File: config.mk
export PLATFORM = sky130hd
export DESIGN_NAME = uio_par_tx
export DESIGN_NICKNAME = d
export VERILOG_FILES = /design/src/rtl/uio_tx_pkg.sv /design/src/rtl/uio_tx_fifo.sv /design/src/rtl/uio_par_tx.sv
export SDC_FILE = /design/constraint.sdc
export NUM_CORES = 1
export LEC_CHECK = 0
export CORE_MARGIN = 2
export CORE_UTILIZATION = 35
export CTS_CLUSTER_DIAMETER = 30
export DETAILED_ROUTE_END_ITERATION = 16
export PLACE_DENSITY = 0.67
export SETUP_SLACK_MARGIN = 0.1
export SYNTH_ARGS = -nofsm -noshare
export SYNTH_HDL_FRONTEND = slang
export SYNTH_SLANG_ARGS = --single-unit
export TNS_END_PERCENT = 10
File: constraint.sdc
create_clock -name clk -period 3.1 [get_ports clk]
set_input_delay 0.62 -clock clk [delete_from_list [all_inputs] [get_ports clk]]
set_output_delay 0.62 -clock clk [all_outputs]
set_load 0.01 [all_outputs]
File: src/rtl/uio_tx_pkg.sv
`default_nettype none
// ============================================================================
// Module   : uio_tx_pkg
// Brief    : Shared types and constants for the uio parallel byte transmitter.
// Revision : 1.0 - initial release
// ============================================================================
package uio_tx_pkg;

    typedef enum logic [2:0] {
        IDLE    = 3'd0,
        SETUP   = 3'd1,
        STROBE  = 3'd2,
        ACK_LO  = 3'd3,
        RELEASE = 3'd4
    } state_t;

    localparam logic [7:0] OE_DRIVE   = 8'hFF;
    localparam logic [7:0] OE_RELEASE = 8'h00;

endpackage : uio_tx_pkg
`default_nettype wire

File: src/rtl/uio_tx_fifo.sv
`default_nettype none
// ============================================================================
// Module   : uio_tx_fifo
// Brief    : Synchronous show-ahead FIFO, DEPTH x 8, wrap-bit pointers.
// Revision : 1.0 - initial release
// ============================================================================
module uio_tx_fifo #(
    parameter int DEPTH = 4
) (
    input  logic                     clk,
    input  logic                     rst_n,
    input  logic                     push,
    input  logic                     pop,
    input  logic [7:0]               wdata,
    output logic [7:0]               rdata,
    output logic                     full,
    output logic                     empty,
    output logic [$clog2(DEPTH):0]   level
);

    localparam int AW = $clog2(DEPTH);

    logic [7:0]  r_mem [DEPTH];
    logic [AW:0] r_wptr;
    logic [AW:0] r_rptr;
    logic        w_push;
    logic        w_pop;

    assign w_push = push && !full;
    assign w_pop  = pop && !empty;

    // Storage carries no reset; emptiness is defined by the pointers alone.
    always_ff @(posedge clk) begin
        if (w_push) begin
            r_mem[r_wptr[AW-1:0]] <= wdata;
        end
    end

    always_ff @(posedge clk or negedge rst_n) begin
        if (!rst_n) begin
            r_wptr <= '0;
            r_rptr <= '0;
        end else begin
            if (w_push) r_wptr <= r_wptr + 1'b1;
            if (w_pop)  r_rptr <= r_rptr + 1'b1;
        end
    end

    assign rdata = r_mem[r_rptr[AW-1:0]];
    assign empty = (r_wptr == r_rptr);
    assign full  = (r_wptr[AW] != r_rptr[AW]) && (r_wptr[AW-1:0] == r_rptr[AW-1:0]);
    assign level = r_wptr - r_rptr;

endmodule : uio_tx_fifo
`default_nettype wire

File: src/rtl/uio_par_tx.sv
`default_nettype none
// ============================================================================
// Module   : uio_par_tx
// Brief    : Parallel byte transmitter on the uio pad bus, 4-phase stb/ack.
// Revision : 1.0 - initial release
// ============================================================================
module uio_par_tx
    import uio_tx_pkg::*;
#(
    parameter int DEPTH     = 4,
    parameter int SETUP_CYC = 2,
    parameter int TIMEOUT   = 255
) (
    input  logic                     clk,
    input  logic                     rst_n,
    input  logic [7:0]               in_data,
    input  logic                     in_valid,
    output logic                     in_ready,
    input  logic                     err_clr,
    output logic [7:0]               pad_out,
    output logic [7:0]               pad_oe,
    output logic                     pad_stb,
    input  logic                     pad_ack,
    output logic                     busy,
    output logic                     err,
    output logic [$clog2(DEPTH):0]   level
);

    localparam int CNT_MAX = (TIMEOUT > SETUP_CYC) ? TIMEOUT : SETUP_CYC;
    localparam int CW      = $clog2(CNT_MAX + 1);
    localparam logic [CW-1:0] C_SETUP_LAST = CW'(SETUP_CYC - 1);
    localparam logic [CW-1:0] C_TMO_LAST   = CW'(TIMEOUT - 1);

    state_t         r_state;
    state_t         w_next;
    logic [CW-1:0]  r_cnt;
    logic [CW-1:0]  w_cnt_next;
    logic           r_ack_meta;
    logic           r_ack_s;
    logic           w_push;
    logic           w_pop;
    logic           w_tmo;
    logic           w_full;
    logic           w_empty;
    logic [7:0]     w_head;

    assign in_ready = !w_full;
    assign w_push   = in_valid && !w_full;
    assign busy     = (r_state != IDLE) || !w_empty;

    uio_tx_fifo #(
        .DEPTH (DEPTH)
    ) u_fifo (
        .clk   (clk),
        .rst_n (rst_n),
        .push  (w_push),
        .pop   (w_pop),
        .wdata (in_data),
        .rdata (w_head),
        .full  (w_full),
        .empty (w_empty),
        .level (level)
    );

    always_ff @(posedge clk or negedge rst_n) begin
        if (!rst_n) begin
            r_ack_meta <= 1'b0;
            r_ack_s    <= 1'b0;
        end else begin
            r_ack_meta <= pad_ack;
            r_ack_s    <= r_ack_meta;
        end
    end

    always_ff @(posedge clk or negedge rst_n) begin
        if (!rst_n) begin
            r_state <= IDLE;
            r_cnt   <= '0;
        end else begin
            r_state <= w_next;
            r_cnt   <= w_cnt_next;
        end
    end

    // One counter serves both the setup delay and the ack-wait timeout.
    always_comb begin
        w_next     = r_state;
        w_cnt_next = r_cnt;
        w_pop      = 1'b0;
        w_tmo      = 1'b0;
        case (r_state)
            IDLE: begin
                if (!w_empty && !r_ack_s) begin
                    w_next     = SETUP;
                    w_cnt_next = '0;
                end
            end
            SETUP: begin
                if (r_cnt == C_SETUP_LAST) begin
                    w_next     = STROBE;
                    w_cnt_next = '0;
                end else begin
                    w_cnt_next = r_cnt + 1'b1;
                end
            end
            STROBE: begin
                if (r_ack_s) begin
                    w_pop      = 1'b1;
                    w_next     = ACK_LO;
                    w_cnt_next = '0;
                end else if (r_cnt == C_TMO_LAST) begin
                    w_pop  = 1'b1;
                    w_tmo  = 1'b1;
                    w_next = RELEASE;
                end else begin
                    w_cnt_next = r_cnt + 1'b1;
                end
            end
            ACK_LO: begin
                if (!r_ack_s) begin
                    w_next     = w_empty ? RELEASE : SETUP;
                    w_cnt_next = '0;
                end else if (r_cnt == C_TMO_LAST) begin
                    w_tmo  = 1'b1;
                    w_next = RELEASE;
                end else begin
                    w_cnt_next = r_cnt + 1'b1;
                end
            end
            RELEASE: w_next = IDLE;
            default: w_next = IDLE;
        endcase
    end

    // Pad outputs are registered from the next state so they switch with it.
    always_ff @(posedge clk or negedge rst_n) begin
        if (!rst_n) begin
            pad_out <= 8'h00;
            pad_oe  <= OE_RELEASE;
            pad_stb <= 1'b0;
            err     <= 1'b0;
        end else begin
            pad_stb <= (w_next == STROBE);
            pad_oe  <= (w_next inside {SETUP, STROBE, ACK_LO}) ? OE_DRIVE : OE_RELEASE;
            if (w_next == SETUP) begin
                pad_out <= w_head;
            end else if ((w_next == IDLE) || (w_next == RELEASE)) begin
                pad_out <= 8'h00;
            end
            if (w_tmo) begin
                err <= 1'b1;
            end else if (err_clr) begin
                err <= 1'b0;
            end
        end
    end

endmodule : uio_par_tx
`default_nettype wire
==> flow_summary_export.csv, run 1 <==
group,metric,value,unit
global_route,use_met1,15.6,%
detailed_routing,drt-total-wl,5060,µm
floorplanning,initial_core_util,35.6,%
global_route,met2_usage,20.0,%
global_route,grt_first_pass_wirelength,8470,µm
timing,rsz0062_at_grt,"no",
critical_path,r2r_end,"u_fifo.r_mem[3][5]$_DFFE_PP_",
critical_path,critical_path_class,"reg -> out",
critical_path,reg2reg_depth,4,
floorplanning,rows,33,
clock_network,cts_made_buffers,9,
clock_network,htree_levels,3,
synthesis,synth-warning-count,0,
detailed_routing,drc,0,
global_route,antenna_found_initial,0,
floorplanning,core_area,8130,µm²
final_layout,final_cells,360,
global_route,use_met3,4.66,%
clock_network,postCtsHoldBufs,0,
final_layout,area_growth,21.3,%
final_layout,drive_above_1_share,15.3,%
synthesis,synth_edf_count,32,
synthesis,synthCells,214,
place,finalWeightedCongestion,0.826,
critical_path,reg2reg_slack,890,ps
floorplanning,die_area,9030,µm²
critical_path,critPathCaptureType,"output port",
place,placed_cells,344,
clock_network,cts_buffer_depth,2,
final_layout,antenna_cells,0,
synthesis,postSynthNetCount,238,
timing,drv_slew,0,
synthesis,synth_ff_type,"edfxtp_1",
final_layout,post-route-util,43.2,%
detailed_routing,ant_nets,0,
critical_path,r2r-start,"u_fifo.r_rptr[1]$_DFFE_PN0P_",
detailed_routing,viasPerCell,4.88,
timing,finalHoldViolCount,0,
timing,period_share,87.6,%
critical_path,crit_end,"level[2]",
power_and_ir_drop,power.density,967,nW/µm²
power_and_ir_drop,leakage,1.40,nW
global_route,grt_pass1_vias,1735,
final_layout,layout_commonest_cell,"clkdlybuf4s50_1",
clock_network,clkSinkCount,62,
flow_run,maxCapViolCount,0,
outcome,status,"completed",
clock_network,clkTransAtPathRegs,80,ps
synthesis,ys_async_sr_fraction,48.4,%
floorplanning,die_h,95.0,µm
timing,max_freq,0.368,GHz
timing,fin_skew,12.5,ps
global_route,grt_usage,12.5,%
synthesis,ys_seq_elements,62,
detailed_routing,routedWlPerCell,14.1,µm
synthesis,avgSynthCellArea,13.5,µm²
global_route,grt_max_degree,31,
min_path,hold_class,"reg -> reg",
timing,finalSetupViolCount,0,
global_route,grt_overflow_total,0,
final_layout,stdcell_area,3520,µm²
place,place_area,3310,µm²
synthesis,ys_seq_area_share,59.0,%
timing,holdWs,352,ps
detailed_routing,via_count,1758,
critical_path,cp-start-kind,"register",
clock_network,clkLatencyLatePin,340,ps
critical_path,worstPathRequired,2480,ps
floorplanning,pin_count,36,
floorplanning,die_w,95.0,µm
final_layout,nets,274,
critical_path,cp_max_fo,4,
global_route,grt.busiest_layer,"met2",
power_and_ir_drop,ir_drop,0.000365,V
detailed_routing,dr.pass1.iters,4,
detailed_routing,drtIter0Drc,60,
timing,tns,0,ps
critical_path,crit_start,"u_fifo.r_wptr[0]$_DFFE_PN0P_",
timing,period_needed,2720,ps
timing,worstMarginPinSlew,632,ps
place,dp_hpwl,3530,µm
critical_path,crit_arrival,2100,ps
final_layout,final_cell_mix,"clkdlybuf4s50_1, edfxtp_1, dfrtp_1",
synthesis,syn_area,2900,µm²
synthesis,ys_types,45,
clock_network,clock-root-buffer,"clkbuf_8",
clock_network,cts_tree,"built",
place,portBuffers,35,
timing,maxSlewHeadroom,57.8,%
[where the power goes]
group / internal (mW) / switching [mW] / total [mW]
Clock: 0.381 / 0.339 / 0.720
Combinational: 0.706 / 0.703 / 1.41
Sequential: 1.10 / 0.168 / 1.27
Total: 2.19 / 1.21 / 3.40
[critical path, cell delays in order, from the launching register on]
cell	delay, ps
dfrtp_1	370
inv_1	100
ha_1	210
fa_1	370
xor2_1	160
clkdlybuf4s50_1	550
[cell families (layout without fill, tap and decap cells)]
| kind of cell | count (synthesis) | count (layout) | share of synthesized area (%) |
|---|---|---|---|
| compound gates | 37 | 37 | 10.6 |
| xor+xnor | 8 | 8 | 2.42 |
| fa+ha+maj | 11 | 11 | 5.01 |
| buf+inv | 30 | 71 | 5.22 |
| flops | 62 | 62 | 59.0 |
| mux | 9 | 9 | 6.60 |
| simple gates | 57 | 57 | 11.1 |
[how the worst min path moves through the flow]
| stage | cells past startpoint | slack (ps) | to | from |
|---|---|---|---|---|
| 2_1_floorplan | 0 | 320 | err$_DFFE_PN0P_ | rst_n |
| 6_report | 0 | 350 | r_ack_s$_DFF_PN0_ | r_ack_meta$_DFF_PN0_ |
| 3_5_place_dp | 0 | 340 | r_ack_s$_DFF_PN0_ | r_ack_meta$_DFF_PN0_ |
| 3_3_place_gp | 0 | 330 | r_ack_s$_DFF_PN0_ | r_ack_meta$_DFF_PN0_ |
| 5_1_grt | 0 | 370 | r_ack_s$_DFF_PN0_ | r_ack_meta$_DFF_PN0_ |
| 4_1_cts | 0 | 350 | r_ack_s$_DFF_PN0_ | r_ack_meta$_DFF_PN0_ |
[through the flow]
step	setup slack, ps	power [mW]
final	384	3.40
after global routing	264	3.66
after global placement	598	2.71
after detailed placement	579	2.72
after CTS	200	3.45
after floorplan	991	2.23
[synth_stat cells (2+ instances only)]
cell type	instances	share of area [%]
xnor2_1	3	0.91
o2bb2ai_1	8	2.4
clkbuf_1	2	0.26
and2_1	6	1.3
nor2_1	7	0.91
or2_2	2	0.43
dfrtp_1	30	26
nand2b_1	2	0.43
nand3_1	12	2.1
o32ai_1	4	1.2
mux4_2	8	6.2
inv_1	18	2.3
xor2_1	5	1.5
nor3_1	5	0.86
nand2_1	14	1.8
o22ai_1	4	0.86
o21ai_0	2	0.35
buf_4	8	2.1
a21oi_1	2	0.35
a211oi_1	2	0.52
edfxtp_1	32	33
o21a_1	4	1.0
ha_1	10	4.3
o21bai_1	2	0.52
nor2b_1	2	0.43
[what timing repair did]
item	4_1_cts	5_1_grt
endpoints found under the hold margin	0	0
setup endpoints to repair	0	1
gates resized for setup	0	1
setup buffers	0	0
[state kept, by name (all words and copies together) (netlist names)]
register,count
err,1
pad_oe,1
pad_out,8
pad_stb,1
r_ack_meta,1
r_ack_s,1
r_cnt,8
r_state,3
u_fifo.r_mem,32
u_fifo.r_rptr,3
u_fifo.r_wptr,3
[area by class of cell]
class | count | area, µm²
Clock inverter | 7 | 78.8
Multi-Input combinational cell | 122 | 1040
Fill cell | 744 | 4620
Tap cell | 105 | 131
Timing Repair Buffer | 37 | 365
Clock buffer | 9 | 124
Sequential cell | 62 | 1710
Inverter | 18 | 67.6
[metal layers]
metal  part of all wire (%)  routed length (µm)
met1                     44                2240
met3                    5.0                 252
met4                    1.1                  55
met2                     50                2510
met5                      0                   0
Power figures use the tool's default switching activity.
==> run 2: changes to the inputs <==
--- a/config.mk
+++ b/config.mk
@@ -6,10 +6,10 @@
 export NUM_CORES = 1
 export LEC_CHECK = 0
 export CORE_MARGIN = 2
-export CORE_UTILIZATION = 35
+export CORE_UTILIZATION = 40
 export CTS_CLUSTER_DIAMETER = 30
 export DETAILED_ROUTE_END_ITERATION = 16
-export PLACE_DENSITY = 0.67
+export PLACE_DENSITY = 0.73
 export SETUP_SLACK_MARGIN = 0.1
 export SYNTH_ARGS = -nofsm -noshare
 export SYNTH_HDL_FRONTEND = slang
==> flow_summary_export.csv, run 2 (synthesized netlist as in run 1, its figures left out) <==
group,metric,value,unit
outcome,status,"completed",
critical_path,critical_path_class,"reg -> out",
critical_path,cp-start-kind,"register",
critical_path,cp_max_fo,4,
detailed_routing,drtIter0Drc,68,
floorplanning,die_area,7940,µm²
detailed_routing,viasPerCell,5.00,
critical_path,worstPathCellList,"inv_1, ha_1, fa_1, xor2_1, clkdlybuf4s50_1",
critical_path,critPathSlowestCell,"clkdlybuf4s50_1",
final_layout,antenna_cells,0,
critical_path,crit_family,"buffers and inverters",
final_layout,final_cell_mix,"clkdlybuf4s50_1, edfxtp_1, dfrtp_1",
critical_path,cp.depth,5,
timing,max_freq,0.368,GHz
power_and_ir_drop,switching_share,36.7,%
power_and_ir_drop,ir_drop,0.000367,V
timing,finalSetupViolCount,0,
flow_run,maxCapViolCount,0,
clock_network,cts_resized,0,
clock_network,clkSinkCount,62,
floorplanning,die_h,89.1,µm
clock_network,cts_tree,"built",
timing,worstMarginPinSlew,665,ps
critical_path,crit_arrival,2100,ps
global_route,grt_overflow_total,0,
final_layout,layout_commonest_cell,"clkdlybuf4s50_1",
place,portBuffers,35,
detailed_routing,routedWlPerCell,14.4,µm
min_path,hold_path_depth,0,
final_layout,nets,274,
detailed_routing,drc,0,
power_and_ir_drop,p_comb_share,42.5,%
final_layout,largest_reg_flops,32,
detailed_routing,dr.pass1.iters,4,
clock_network,clock-root-buffer,"clkbuf_8",
clock_network,cts_buffer_depth,2,
final_layout,fillers,650,
floorplanning,die_w,89.1,µm
clock_network,cts_made_buffers,9,
power_and_ir_drop,leakage,1.38,nW
timing,tns,0,ps
power_and_ir_drop,switchingPower,1.22,mW
critical_path,crit_path_max_incr_delay,550,ps
place,dp_hpwl,3540,µm
timing,maxSlewHeadroom,55.4,%
final_layout,area_growth,20.2,%
critical_path,reg2reg_depth,4,
global_route,grt_first_pass_wirelength,8140,µm
power_and_ir_drop,power.density,955,nW/µm²
global_route,grt_max_degree,31,
global_route,grt_usage,13.8,%
clock_network,htree_levels,3,
final_layout,drive_above_1_share,15.3,%
place,finalWeightedCongestion,0.785,
clock_network,postCtsSetupBuffers,0,
global_route,antenna_found_initial,0,
detailed_routing,drt-total-wl,5080,µm
detailed_routing,ant_nets,0,
timing,drv_slew,0,
clock_network,postCtsHoldBufs,0,
timing,fin_skew,4.05,ps
critical_path,cp.buffers_inverters,2,
floorplanning,core_area,7140,µm²
power_and_ir_drop,finalPower,3.33,mW
power_and_ir_drop,sequentialPowerShare,38.2,%
detailed_routing,via_count,1771,
clock_network,clkTransAtPathRegs,70,ps
timing,period_share,87.8,%
critical_path,critPathCaptureType,"output port",
clock_network,clkLatencyLatePin,330,ps
global_route,grt_pass1_vias,1720,
floorplanning,rows,31,
timing,finalHoldViolCount,0,
min_path,hold_class,"reg -> reg",
floorplanning,initial_core_util,40.6,%
power_and_ir_drop,pwr-share-clk,19.3,%
timing,rsz0062_at_grt,"no",
critical_path,worstPathRequired,2480,ps
floorplanning,pin_count,36,
power_and_ir_drop,p_int,2.11,mW
timing,period_needed,2720,ps
-- run 2: worst reg2reg max path, delay by kind of cell (launching register included) --
kind / cells / cell delay [ps]
simple gates: 1 / 500
buf+inv: 1 / 80
compound gates: 1 / 410
fa+ha+maj: 1 / 330
flops: 1 / 540
-- run 2: worst paths after layout --
path | start | to | slack (ps)
worst min register to register | r_ack_meta$_DFF_PN0_ | r_ack_s$_DFF_PN0_ | 350
max in group asynchronous | rst_n | u_fifo.r_rptr[1]$_DFFE_PN0P_ | 2120
min in group asynchronous | rst_n | r_ack_meta$_DFF_PN0_ | 680
worst max-delay path | u_fifo.r_wptr[0]$_DFFE_PN0P_ | level[2] | 380
worst max register to register | u_fifo.r_rptr[1]$_DFFE_PN0P_ | u_fifo.r_mem[3][2]$_DFFE_PP_ | 900
worst min-delay path | r_ack_meta$_DFF_PN0_ | r_ack_s$_DFF_PN0_ | 350
-- run 2: routing by layer --
| layer | routed length, µm | up-vias | track usage, % |
|---|---|---|---|
| li1 | - | 857 | - |
| met1 | 2270 | 861 | 17.1 |
| met2 | 2480 | 44 | 22.0 |
| met3 | 204 | 9 | 3.88 |
| met4 | 127 | 0 | 7.19 |
| met5 | 0 | - | 0 |
-- run 2: layout make-up --
cell class	instances	area [µm²]	area share [%]
clock inverter	7	56.3	1.62
tap	99	124	3.55
sequential	62	1710	49.1
clock buffer	9	124	3.55
multi-input combinational	122	1040	29.7
timing repair buffer	37	365	10.5
inverter	18	67.6	1.94
-- run 2: per-stage QoR --
stage / instances / utilization [%] / area [µm²] / hold slack [ps] / worst slack [ps]
3_3_place_gp: 338 / 46.3 / 3300 / 338 / 594
3_5_place_dp: 338 / 46.3 / 3300 / 338 / 559
2_1_floorplan: 214 / - / 2900 / 324 / 991
5_1_grt: 354 / 48.8 / 3490 / 361 / 245
4_1_cts: 354 / 48.8 / 3480 / 355 / 184
6_report: 354 / 48.8 / 3490 / 354 / 380
-- run 2: power groups by stage --
stage	logic, mW	clock network (mW)	registers, mW
4_1_cts	1.44	0.661	1.27
2_1_floorplan	0.991	0	1.24
6_report	1.42	0.641	1.27
3_5_place_dp	1.43	0	1.29
3_3_place_gp	1.41	0	1.28
5_1_grt	1.56	0.694	1.30
==> run 3: changes to the inputs <==
--- a/config.mk
+++ b/config.mk
@@ -9,7 +9,7 @@
 export CORE_UTILIZATION = 40
 export CTS_CLUSTER_DIAMETER = 30
 export DETAILED_ROUTE_END_ITERATION = 16
-export PLACE_DENSITY = 0.73
+export PLACE_DENSITY = 0.67
 export SETUP_SLACK_MARGIN = 0.1
 export SYNTH_ARGS = -nofsm -noshare
 export SYNTH_HDL_FRONTEND = slang
==> flow_summary_export.csv, run 3 (synthesized netlist as in run 1, its figures left out) <==
group,metric,value,unit
outcome,status,"completed",
timing,worst_slack,356,ps
timing,finalHoldViolCount,0,
final_layout,final_cells,354,
place,dpl_worst_slack,573,ps
final_layout,post-route-util,48.8,%
critical_path,worstPathRequired,2480,ps
place,finalWeightedCongestion,0.738,
critical_path,cp.buffers_inverters,2,
floorplanning,pin_count,36,
critical_path,critical_path_class,"reg -> out",
critical_path,cp-start-kind,"register",
timing,drv_slew,0,
floorplanning,core_area,7140,µm²
floorplanning,initial_core_util,40.6,%
timing,holdWs,338,ps
timing,tns,0,ps
timing,fin_skew,9.76,ps
timing,rsz0062_at_grt,"no",
detailed_routing,drc,0,
final_layout,layout_commonest_cell,"clkdlybuf4s50_1",
final_layout,nets,274,
power_and_ir_drop,leakage,1.38,nW
critical_path,crit_start,"u_fifo.r_wptr[0]$_DFFE_PN0P_",
clock_network,clock-root-buffer,"clkbuf_8",
detailed_routing,ant_nets,0,
global_route,grt_first_pass_wirelength,8850,µm
critical_path,worstPathCellList,"inv_1, ha_1, fa_1, xor2_1, clkdlybuf4s50_1",
detailed_routing,via_count,1775,
global_route,antenna_found_initial,0,
clock_network,clkLatencyLatePin,350,ps
floorplanning,die_area,7940,µm²
critical_path,critPathSlowestCell,"clkdlybuf4s50_1",
detailed_routing,dr.pass1.iters,4,
timing,period_needed,2740,ps
floorplanning,rows,31,
timing,period_share,88.5,%
critical_path,crit_arrival,2120,ps
global_route,grt_usage,15.2,%
global_route,grt_overflow_total,0,
clock_network,htree_levels,3,
final_layout,antenna_cells,0,
timing,max_freq,0.364,GHz
clock_network,cts_made_buffers,9,
final_layout,stdcell_area,3490,µm²
detailed_routing,drtIter0Drc,60,
critical_path,critPathCaptureType,"output port",
final_layout,area_growth,20.2,%
power_and_ir_drop,power.density,959,nW/µm²
place,place_area,3300,µm²
timing,maxSlewHeadroom,55.6,%
final_layout,final_cell_mix,"clkdlybuf4s50_1, edfxtp_1, dfrtp_1",
floorplanning,die_h,89.1,µm
critical_path,crit_family,"buffers and inverters",
clock_network,clkSinkCount,62,
clock_network,clkTransAtPathRegs,80,ps
critical_path,crit_path_max_incr_delay,550,ps
floorplanning,die_w,89.1,µm
power_and_ir_drop,ir_drop,0.000296,V
clock_network,cts_tree,"built",
global_route,grt_pass1_vias,1787,
timing,worstMarginPinSlew,662,ps
final_layout,drive_above_1_share,15.3,%
min_path,hold_class,"reg -> reg",
flow_run,maxCapViolCount,0,
power_and_ir_drop,finalPower,3.34,mW
place,placed_cells,338,
final_layout,largest_reg_flops,32,
detailed_routing,viasPerCell,5.01,
detailed_routing,drt-total-wl,5220,µm
clock_network,cts_buffer_depth,2,
timing,finalSetupViolCount,0,
global_route,grt_max_degree,31,
min_path,min-delay-start,"r_ack_meta$_DFF_PN0_",
critical_path,cp_max_fo,4,
critical_path,r2r-start,"u_fifo.r_rptr[1]$_DFFE_PN0P_",
clock_network,postCtsHoldBufs,0,
detailed_routing,routedWlPerCell,14.8,µm
place,dp_hpwl,3620,µm
place,portBuffers,35,
run 3: changes by cell type in the layout (fill, tap and decap cells not counted):
cell      before  now
clkinv_4       1    2
inv_6          4    3
run 3: final timing paths:
path / end / slack, ps / cells past startpoint
min in group asynchronous: r_cnt[0]$_DFFE_PN0P_ / 660 / 2
setup / recovery: level[2] / 360 / 5
max in group asynchronous: u_fifo.r_rptr[1]$_DFFE_PN0P_ / 2140 / 2
hold / removal: r_ack_s$_DFF_PN0_ / 340 / 0
setup reg to reg: u_fifo.r_mem[3][1]$_DFFE_PP_ / 880 / 4
hold reg to reg: r_ack_s$_DFF_PN0_ / 340 / 0
run 3: cell type report:
class / instances / area, µm²
Fill cell: 644 / 3650
Sequential cell: 62 / 1710
Multi-Input combinational cell: 122 / 1040
Timing Repair Buffer: 37 / 365
Clock buffer: 9 / 124
Tap cell: 99 / 124
Inverter: 18 / 67.6
Clock inverter: 7 / 56.3
run 3: what timing repair did:
action / CTS / global route
hold endpoints to repair: 0 / 0
endpoints found under the setup margin: 0 / 1
buffers inserted: 0 / 0
resized for setup: 0 / 1
run 3: routing by layer:
metal | track usage, % | vias up | routed length (µm)
met2 | 23.8 | 32 | 2620
met1 | 19.2 | 875 | 2300
met4 | 8.55 | 0 | 121
met3 | 3.79 | 12 | 183
li1 | - | 856 | -
met5 | 0 | - | 0
run 3: power by group:
part,switching (mW),internal [mW]
clock,0.355,0.299
sequential,0.169,1.10
combinational,0.710,0.706
total,1.23,2.11
